==> config.mk <==
export PLATFORM = sky130hd
export DESIGN_NAME = bank_select_core
export DESIGN_NICKNAME = d
export VERILOG_FILES = /design/src/rtl/day3_pkg.sv /design/src/rtl/digit_stack.sv /design/src/rtl/bank_select_core.sv
export SDC_FILE = /design/constraint.sdc
export NUM_CORES = 1
export LEC_CHECK = 0
export ABC_AREA = 1
export CAP_MARGIN = 20
export CORE_ASPECT_RATIO = 0.6
export CORE_MARGIN = 5
export CORE_UTILIZATION = 57
export CTS_BUF_LIST = sky130_fd_sc_hd__clkbuf_2 sky130_fd_sc_hd__clkbuf_4 sky130_fd_sc_hd__clkbuf_8
export DETAILED_ROUTE_END_ITERATION = 6
export PLACE_DENSITY = 0.76
export REMOVE_ABC_BUFFERS = 1
export SYNTH_ARGS = -nofsm -noshare
export SYNTH_HDL_FRONTEND = slang
export SYNTH_SLANG_ARGS = --single-unit
==> constraint.sdc <==
create_clock -name sysclk -period 8.1 [get_ports sysclk]
set_clock_uncertainty 0.1 [all_clocks]
set_input_delay 1.215 -clock sysclk [delete_from_list [all_inputs] [get_ports sysclk]]
set_output_delay 1.215 -clock sysclk [all_outputs]
set_load 0.02 [all_outputs]
==> src/rtl/day3_pkg.sv <==
// Shared types and constants for the bank-select streaming core.
package day3_pkg;

    localparam int DIGIT_W         = 4;
    localparam int DEF_MAX_K       = 15;
    localparam int DEF_MAX_LEN     = 255;
    localparam int DEF_LINES_W     = 12;
    localparam int DEF_SUM_W       = 64;

    typedef enum logic [2:0] {
        ST_IDLE,
        ST_RUN,
        ST_EVAL,
        ST_CONV,
        ST_ACC,
        ST_DONE
    } state_t;

    typedef enum logic [2:0] {
        ERR_NONE,
        ERR_PICK_ZERO,
        ERR_PICK_MAX,
        ERR_PICK_LEN,
        ERR_LEN_MAX,
        ERR_LINES_ZERO,
        ERR_DIGIT
    } err_cause_t;

    // Classifies an offered configuration; ERR_NONE means it can be accepted.
    // Arguments are plain ints so that limit checks stay meaningful for any
    // port width chosen by the parameters.
    function automatic err_cause_t cfg_check(input int len, input int pick,
                                             input int lines, input int max_k,
                                             input int max_len);
        err_cause_t cause;
        cause = ERR_NONE;
        if (pick == 0)          cause = ERR_PICK_ZERO;
        else if (pick > max_k)  cause = ERR_PICK_MAX;
        else if (pick > len)    cause = ERR_PICK_LEN;
        else if (len > max_len) cause = ERR_LEN_MAX;
        else if (lines == 0)    cause = ERR_LINES_ZERO;
        return cause;
    endfunction

endpackage

==> src/rtl/digit_stack.sv <==
// Small LIFO of decimal digits with an extra indexed read port used while
// converting the kept digits (bottom first) into a binary value.
module digit_stack
    import day3_pkg::*;
#(
    parameter int DEPTH = DEF_MAX_K,
    localparam int DEPTH_W = $clog2(DEPTH + 1)
) (
    input  logic               clk,
    input  logic               srst,
    input  logic               i_clear,
    input  logic               i_push,
    input  logic               i_pop,
    input  logic [DIGIT_W-1:0] i_data,
    output logic [DEPTH_W-1:0] o_depth,
    output logic [DIGIT_W-1:0] o_top,
    input  logic [DEPTH_W-1:0] i_rd_idx,
    output logic [DIGIT_W-1:0] o_rd_data
);

    localparam logic [DEPTH_W-1:0] DEPTH_MAX = DEPTH_W'(DEPTH);

    logic [DIGIT_W-1:0] r_mem [DEPTH];
    logic [DEPTH_W-1:0] r_depth;
    logic [DEPTH_W-1:0] w_top_idx;

    // Depth pointer; pushing and popping in one cycle is a caller bug.
    always_ff @(posedge clk) begin
        if (srst || i_clear) begin
            r_depth <= '0;
        end else begin
            assert (!(i_push && i_pop));
            if (i_push && (r_depth < DEPTH_MAX))
                r_depth <= r_depth + DEPTH_W'(1);
            else if (i_pop && (r_depth != '0))
                r_depth <= r_depth - DEPTH_W'(1);
        end
    end

    // Entry storage; a push writes the slot just above the current top.
    always_ff @(posedge clk) begin
        if (srst) begin
            for (int i = 0; i < DEPTH; i++)
                r_mem[i] <= '0;
        end else begin
            for (int i = 0; i < DEPTH; i++)
                if (i_push && (r_depth == DEPTH_W'(i)))
                    r_mem[i] <= i_data;
        end
    end

    assign w_top_idx = r_depth - DEPTH_W'(1);
    assign o_depth   = r_depth;
    assign o_top     = (r_depth != '0) ? r_mem[w_top_idx] : '0;
    assign o_rd_data = r_mem[i_rd_idx];

endmodule

==> src/rtl/bank_select_core.sv <==
// Streams lines of decimal digits, keeps the largest K-digit subsequence of
// each line with a monotonic stack, converts it to binary and sums N lines.
module bank_select_core
    import day3_pkg::*;
#(
    parameter int MAX_K   = DEF_MAX_K,
    parameter int MAX_LEN = DEF_MAX_LEN,
    parameter int LINES_W = DEF_LINES_W,
    parameter int SUM_W   = DEF_SUM_W,
    localparam int PICK_W = $clog2(MAX_K + 1),
    localparam int LEN_W  = $clog2(MAX_LEN + 1)
) (
    input  logic               sysclk,
    input  logic               rst,
    input  logic               cfg_valid,
    output logic               cfg_ready,
    input  logic [LEN_W-1:0]   cfg_len,
    input  logic [PICK_W-1:0]  cfg_pick,
    input  logic [LINES_W-1:0] cfg_lines,
    input  logic               in_valid,
    output logic               in_ready,
    input  logic [DIGIT_W-1:0] in_digit,
    output logic               line_valid,
    output logic [SUM_W-1:0]   line_value,
    output logic               out_valid,
    input  logic               out_ready,
    output logic [SUM_W-1:0]   out_sum,
    output logic               err
);

    localparam int AW = LEN_W + 1;

    state_t               r_state, w_state_next;
    logic [LEN_W-1:0]     r_len, r_pos;
    logic [PICK_W-1:0]    r_pick, r_conv_idx;
    logic [LINES_W-1:0]   r_lines, r_line_cnt;
    logic [DIGIT_W-1:0]   r_hold;
    logic [SUM_W-1:0]     r_val, r_sum;
    logic                 r_err;

    err_cause_t           w_cfg_cause;
    logic                 w_cfg_ok, w_pop, w_push, w_clear, w_pos_last, w_conv_last;
    logic [LEN_W-1:0]     w_rem;
    logic [AW-1:0]        w_avail;
    logic [PICK_W-1:0]    w_depth;
    logic [DIGIT_W-1:0]   w_top, w_rd_digit;

    assign w_cfg_cause = cfg_check(int'(cfg_len), int'(cfg_pick), int'(cfg_lines),
                                   MAX_K, MAX_LEN);
    assign w_cfg_ok    = (w_cfg_cause == ERR_NONE);

    // A popped entry is only worth dropping if enough digits remain to refill
    // the stack to K: (depth-1) + remaining >= K.
    assign w_rem       = r_len - r_pos;
    assign w_avail     = AW'(w_rem) + AW'(w_depth) - AW'(1);
    assign w_pop       = (r_state == ST_EVAL) && (w_depth != '0) &&
                         (w_top < r_hold) && (w_avail >= AW'(r_pick));
    assign w_push      = (r_state == ST_EVAL) && !w_pop && (w_depth < r_pick);
    assign w_clear     = ((r_state == ST_IDLE) && cfg_valid && w_cfg_ok) ||
                         (r_state == ST_ACC);
    assign w_pos_last  = ((r_pos + LEN_W'(1)) == r_len);
    assign w_conv_last = (r_conv_idx == (r_pick - PICK_W'(1)));

    digit_stack #(.DEPTH(MAX_K)) u_stack (
        .clk       (sysclk),
        .srst      (rst),
        .i_clear   (w_clear),
        .i_push    (w_push),
        .i_pop     (w_pop),
        .i_data    (r_hold),
        .o_depth   (w_depth),
        .o_top     (w_top),
        .i_rd_idx  (r_conv_idx),
        .o_rd_data (w_rd_digit)
    );

    // State register.
    always_ff @(posedge sysclk) begin
        if (rst) r_state <= ST_IDLE;
        else     r_state <= w_state_next;
    end

    // Next-state decode.
    always_comb begin
        w_state_next = r_state;
        case (r_state)
            ST_IDLE: if (cfg_valid && w_cfg_ok) w_state_next = ST_RUN;
            ST_RUN:  if (in_valid) w_state_next = ST_EVAL;
            ST_EVAL: if (!w_pop) w_state_next = w_pos_last ? ST_CONV : ST_RUN;
            ST_CONV: if (w_conv_last) w_state_next = ST_ACC;
            ST_ACC:  w_state_next = ((r_line_cnt + LINES_W'(1)) == r_lines) ? ST_DONE : ST_RUN;
            ST_DONE: if (out_ready) w_state_next = ST_IDLE;
            default: w_state_next = ST_IDLE;
        endcase
    end

    // Output decode from state and datapath registers.
    always_comb begin
        cfg_ready  = (r_state == ST_IDLE) && !rst;
        in_ready   = (r_state == ST_RUN);
        line_valid = (r_state == ST_ACC);
        line_value = (r_state == ST_ACC) ? r_val : '0;
        out_valid  = (r_state == ST_DONE);
        out_sum    = r_sum;
        err        = r_err;
    end

    // Datapath: configuration latch, digit hold, conversion and accumulation.
    always_ff @(posedge sysclk) begin
        if (rst) begin
            r_len      <= '0;
            r_pick     <= '0;
            r_lines    <= '0;
            r_line_cnt <= '0;
            r_pos      <= '0;
            r_conv_idx <= '0;
            r_hold     <= '0;
            r_val      <= '0;
            r_sum      <= '0;
            r_err      <= 1'b0;
        end else begin
            case (r_state)
                ST_IDLE: begin
                    if (cfg_valid) begin
                        if (!w_cfg_ok) begin
                            r_err <= 1'b1;
                        end else begin
                            r_len      <= cfg_len;
                            r_pick     <= cfg_pick;
                            r_lines    <= cfg_lines;
                            r_line_cnt <= '0;
                            r_pos      <= '0;
                            r_conv_idx <= '0;
                            r_val      <= '0;
                            r_sum      <= '0;
                            r_err      <= 1'b0;
                        end
                    end
                end
                ST_RUN: begin
                    if (in_valid) begin
                        if (in_digit > 4'd9) begin
                            r_err  <= 1'b1;
                            r_hold <= '0;
                        end else begin
                            r_hold <= in_digit;
                        end
                    end
                end
                ST_EVAL: begin
                    if (!w_pop) r_pos <= r_pos + LEN_W'(1);
                end
                ST_CONV: begin
                    r_val      <= (r_val << 3) + (r_val << 1) + SUM_W'(w_rd_digit);
                    r_conv_idx <= r_conv_idx + PICK_W'(1);
                end
                ST_ACC: begin
                    r_sum      <= r_sum + r_val;
                    r_line_cnt <= r_line_cnt + LINES_W'(1);
                    r_pos      <= '0;
                    r_conv_idx <= '0;
                    r_val      <= '0;
                end
                default: ;
            endcase
        end
    end

endmodule

Word-level counts from Yosys, hierarchy flattened

Memories as Yosys holds them, arrays and structs flattened. A register that Yosys moved wholly into a read port is not among the register bits.
Cells that the tools add are included.

Logic and storage cells: 223
Flip-flop bits (word level): 188
Memories: 1
Output and inout bits: 133
RAM bits: 60

Equality and inequality tests: 30
Muxes and demuxes: 99
Reduce and logical (&&, ||, !) cells: 48
Add/sub/neg operators: 12
Bitwise gates (word level): 15
$lt $le $gt $ge: 6

Memory list:

| name          | words | width | rd ports | clocked after memory_dff | write ports | line              | RTL |
|---|---|---|---|---|---|---|---|
| u_stack.r_mem | 15    | 4     | 2        | 1                        | 15          | digit_stack.sv:23 | `logic [DIGIT_W-1:0] r_mem [DEPTH];` |

Operators with widths:

| operator              | number |
|---|---|
| $mux 64               | 3 |
| $pmux 64 s3           | 1 |
| $add 64x64->64        | 2 |
| $pmux 64 s2           | 1 |
| $mux 4                | 23 |
| $add 64x4->64         | 1 |
| $mux 1                | 51 |
| $eq 4x4->1 const B    | 7 |
| $mux 3                | 9 |
| $logic_and 1x1->1     | 26 |
| $mux 12               | 2 |
| $mux 8                | 3 |
| $pmux 12 s2           | 1 |
| $pmux 8 s3            | 1 |
| $pmux 3 s6            | 1 |
| $eq 4x3->1 const B    | 4 |
| $or 1x1->1            | 15 |
| $add 12x1->12 const B | 1 |
| $eq 12x12->1          | 1 |
| $logic_not 12->1      | 1 |
| $pmux 4 s3            | 1 |
| $ne 2x2->1 const B    | 5 |
| $add 8x4->9           | 1 |
| $ge 9x4->1            | 1 |
| 30 further kinds      | 48 |

Logic depth before layout (Yosys ltp)

An unclocked memory read counts as a cell.

Depth after elaboration: 14
Gate-level depth with buffers: 29
Mapped depth without buffers: 28

Hierarchy

From an unflattened synthesis, not the netlist that was laid out.

Cells, all modules: 3,476
Area total of the unflattened synthesis: 21,949.8 sq um

Modules (own cells, without submodules):

| module           | instances | cells an instance | seq. area each (sq um) | area an instance (sq um) |
|---|---|---|---|---|
| bank_select_core | 1         | 2,992             | 3,683.5                | 18,097.4 |
| digit_stack      | 1         | 484               | 1,881.8                | 3,852.4 |

Worst setup path before layout

Ideal clock, no wire load.

Kind: register -> register
Start: register u_stack.r_depth[0], in the netlist u_stack.o_depth[0]
End: memory u_stack.r_mem[6][0] (enable)
Data arrival time: 3,699 ps
Cell stages (with the launch flop): 23
Setup slack: 4,028 ps
Library setup time: 273 ps
Required time: 7,727 ps
Buffers on the path: 4
Cell sequence: dfxtp_1 -> inv_1 -> buf_2 -> buf_1 -> ha_1 -> buf_2 -> inv_2 -> clkbuf_1 -> a21oi_1 -> a221oi_1 -> a311oi_1 -> a311oi_1 -> ha_1 -> a21oi_1 -> nand3_1 -> nor2_2 -> nand2_4 -> nand2_4 -> inv_2 -> nand2_1 -> inv_2 -> nand2_2 -> nand2_1

RTL lines:

| element                | line              | RTL |
|---|---|---|
| start, declared        | digit_stack.sv:24 | `logic [DEPTH_W-1:0] r_depth;` |
| start signal, assigned | digit_stack.sv:34 | `r_depth <= r_depth + DEPTH_W'(1);` |
| start signal, assigned | digit_stack.sv:36 | `r_depth <= r_depth - DEPTH_W'(1);` |
| end, declared          | digit_stack.sv:23 |  |

==> results.yml <==
floorplanning:
  start_util_pct: 58.2
  die_x_microns: 260
  fp.dieH_microns: 160
  io_pins: 166
  core_area_sq_um: 36600
  dieArea_sq_um: 41500
  rows: 54
sta:
  fmax_mhz: 173
  worstMarginPinSlew_ns: 1.07
  setup_viol: 0
  setup_tns_ns: 0
  period_needed_ns: 5.76
  hold_violations: 0
  relSlewSlack_pct: 28.5
  fin_crit_sh_pct: 71.2
  maxSlewViolCount: 0
  rsz0062_at_grt: "no"
yosys:
  synthDistinctLibCells: 55
  avgSynthCellArea_sq_um: 6.57
  synthArstFlopShare_pct: 0
  synth_area_sq_um: 21300
  synth.area.top_cells: "dfxtp_1 18%, ha_1 13%, nand2_1 11%"
  ys_warn_count: 0
  ys_seq_area_share_pct: 26.5
  synthFlopType: "dfxtp_1"
  ys_seq_elements: 252
  yosysTopAreaCell: "dfxtp_1"
  synthesis.instances: 3244
  synth_top_area_share_pct: 18.0
  synth_edf_count: 60
setup_path:
  critPathKind: "reg2reg"
  crit_top_cell: "a21oi_1"
  cp_cell_sequence: "buf_4, clkinv_1, nor2_1, o32ai_1, a21boi_0, o21ai_0, fa_1, inv_1, fa_1, inv_1, nand2_1, a21oi_1, a21oi_1, o21ai_0, a21oi_1, o21ai_0, nand3_1, nand3_1, nand2_1, nand3_1, a21oi_1"
  crit_fanout: 29
  cp-end-kind: "flop"
  reg2reg_to: "r_val[58]"
  crit_slowest_cell: "dfxtp_1"
  ff2ff_path_depth: 21
  critPathLaunchType: "flop"
  required_ns: 8.45
  crit_family: "compound AO/OA/AOI/OAI gates"
  max_stage_delay_ns: 0.87
  cp.buffers_inverters: 4
  cp.arrival_ns: 6.11
  reg2reg_slack_ns: 2.34
final_layout:
  area_growth_syn_to_layout_pct: 14.0
  utilization_pct: 66.3
  diodes: 0
  drive_gt1_share_pct: 4.71
  n_fill_cell: 3346
  nets: 3650
  layoutNonFillerInstCount: 3922
drt:
  drt-vias-per-instance: 6.00
  ant_nets: 0
  drc: 8
  drtPass1Iterations: 7
  routed_wl_microns: 79100
  via_count: 23500
  first_iter_violations: 3315
  wire_per_inst_microns: 20.2
power_and_ir_drop:
  pwr_density_cell_nw_per_um2: 195
  ir_drop_mv: 0.476
  fin_total_pwr_w: 0.00475
  power_leakage_nw: 10.5
cts:
  cts_tree: "yes"
  cts_inserted_buffers: 43
  path_clk_slew_ns: 0.06
  postCtsSetupRepairBufs: 0
  post_cts_resized: 0
  hold_buffers: 0
  htreeDepth: 2
  clockBufferDepth: 3
  insertion_delay_ns: 0.62
  clkSinkCount: 252
  clock-root-buffer: "clkbuf_8"
placement:
  dpl.cell_count: 3847
  portBuffers: 165
  gp_congestion: 1.06
  hpwl_microns: 62900
status:
  status: "finished with violations"
  violations: "DRC"
flow_run:
  drv_cap: 0
grt:
  grt_overflow: 0
  grt_max_degree: 77
  grtUsageTotal_pct: 36.4
  antenna_found_initial: 0
  grt_pass1_vias: 21200
  grt_pass1_wl_microns: 120000
hold_path:
  min_to: "r_len[0]"
  whs_path_depth: 2
  min_path_type: "reg2reg"
  min_from: "r_len[0]"
==> cell usage after synthesis, types with 36 or more instances <==
| library cell | count |
|---|---|
| a31oi_1 | 45 |
| o21ai_0 | 286 |
| nand2_1 | 642 |
| a21oi_1 | 332 |
| nor2_1 | 422 |
| clkbuf_1 | 59 |
| a21boi_0 | 39 |
| xor2_1 | 36 |
| ha_1 | 224 |
| edfxtp_1 | 60 |
| nand3_1 | 158 |
| dfxtp_1 | 192 |
| inv_1 | 435 |
==> flip-flops by register name, summed over array words and instances, names as in the netlist, 8 cells and up, named ones only <==
| name | flops |
|---|---|
| r_len | 8 |
| r_line_cnt | 12 |
| out_sum | 64 |
| r_pos | 8 |
| u_stack.r_mem | 60 |
| r_lines | 12 |
| r_val | 64 |
==> cell type report <==
type                    instances  area [sq um]  share of cell area [%]
multi-input cells            2466         13700                    56.4
flip-flops and latches        252          5650                    23.2
repair buffers                176          1730                    7.13
inverters                     449          1690                    6.95
clock buffers                  60           763                    3.14
well taps                     504           631                    2.60
clock inverters                15           139                   0.572
==> power by group <==
part	internal (W)	switching [W]	total [W]	leakage (nW)
clock network	0.000675	0.000602	0.00128	0.477
logic	0.000641	0.00138	0.00202	7.84
registers	0.00137	0.0000807	0.00145	2.17
total	0.00269	0.00206	0.00475	10.5
==> worst min-delay path: cells and delay by family, from the launching register on <==
kind                   cells  cell delay (ns)
AO/OA/AOI/OAI              1             0.06
buffers and inverters      1             0.06
flip-flops                 1             0.30
==> per-stage QoR <==
step / worst slack [ns] / area (sq um) / hold slack, ns
2_1_floorplan: 1.45 / 21000 / 0.335
3_3_place_gp: 2.66 / 23400 / 0.354
3_5_place_dp: 2.57 / 23400 / 0.362
4_1_cts: 2.54 / 24300 / 0.368
5_1_grt: 1.83 / 24300 / 0.394
6_report: 2.34 / 24300 / 0.364
==> how the worst max path moves through the flow <==
stage,endpoint,slack [ns],cells after the start
after CTS,r_val[58],2.54,21
final,r_val[58],2.34,21
after detailed placement,r_val[58],2.57,21
after global placement,r_val[58],2.66,21
after global routing,r_val[58],1.83,24
after floorplan,flop,1.45,7
==> cell families (layout without fill, tap and decap cells) <==
group	Yosys count	in the layout	synth area share, %
compound gates	838	838	22.2
xor+xnor	49	49	2.14
fa+ha+maj	229	229	13.6
buf+inv	526	700	9.34
flops	252	252	26.5
simple gates	1350	1350	26.3
==> routing by layer <==
layer  wire length [microns]  GRT usage (%)
met4                    2360           10.2
met2                   29100           47.1
met1                   35200           56.5
met3                   12500           12.0
met5                       0              0
==> cell usage in the layout, fill, tap and decap left out, types with 60 or more instances in the layout <==
cell / n
clkdlybuf4s50_1: 164
nand2_1: 642
o21ai_0: 286
dfxtp_1: 192
a21oi_1: 332
inv_1: 434
nand3_1: 158
edfxtp_1: 60
nor2_1: 420
ha_1: 224
(Power assumes the default switching activity.)
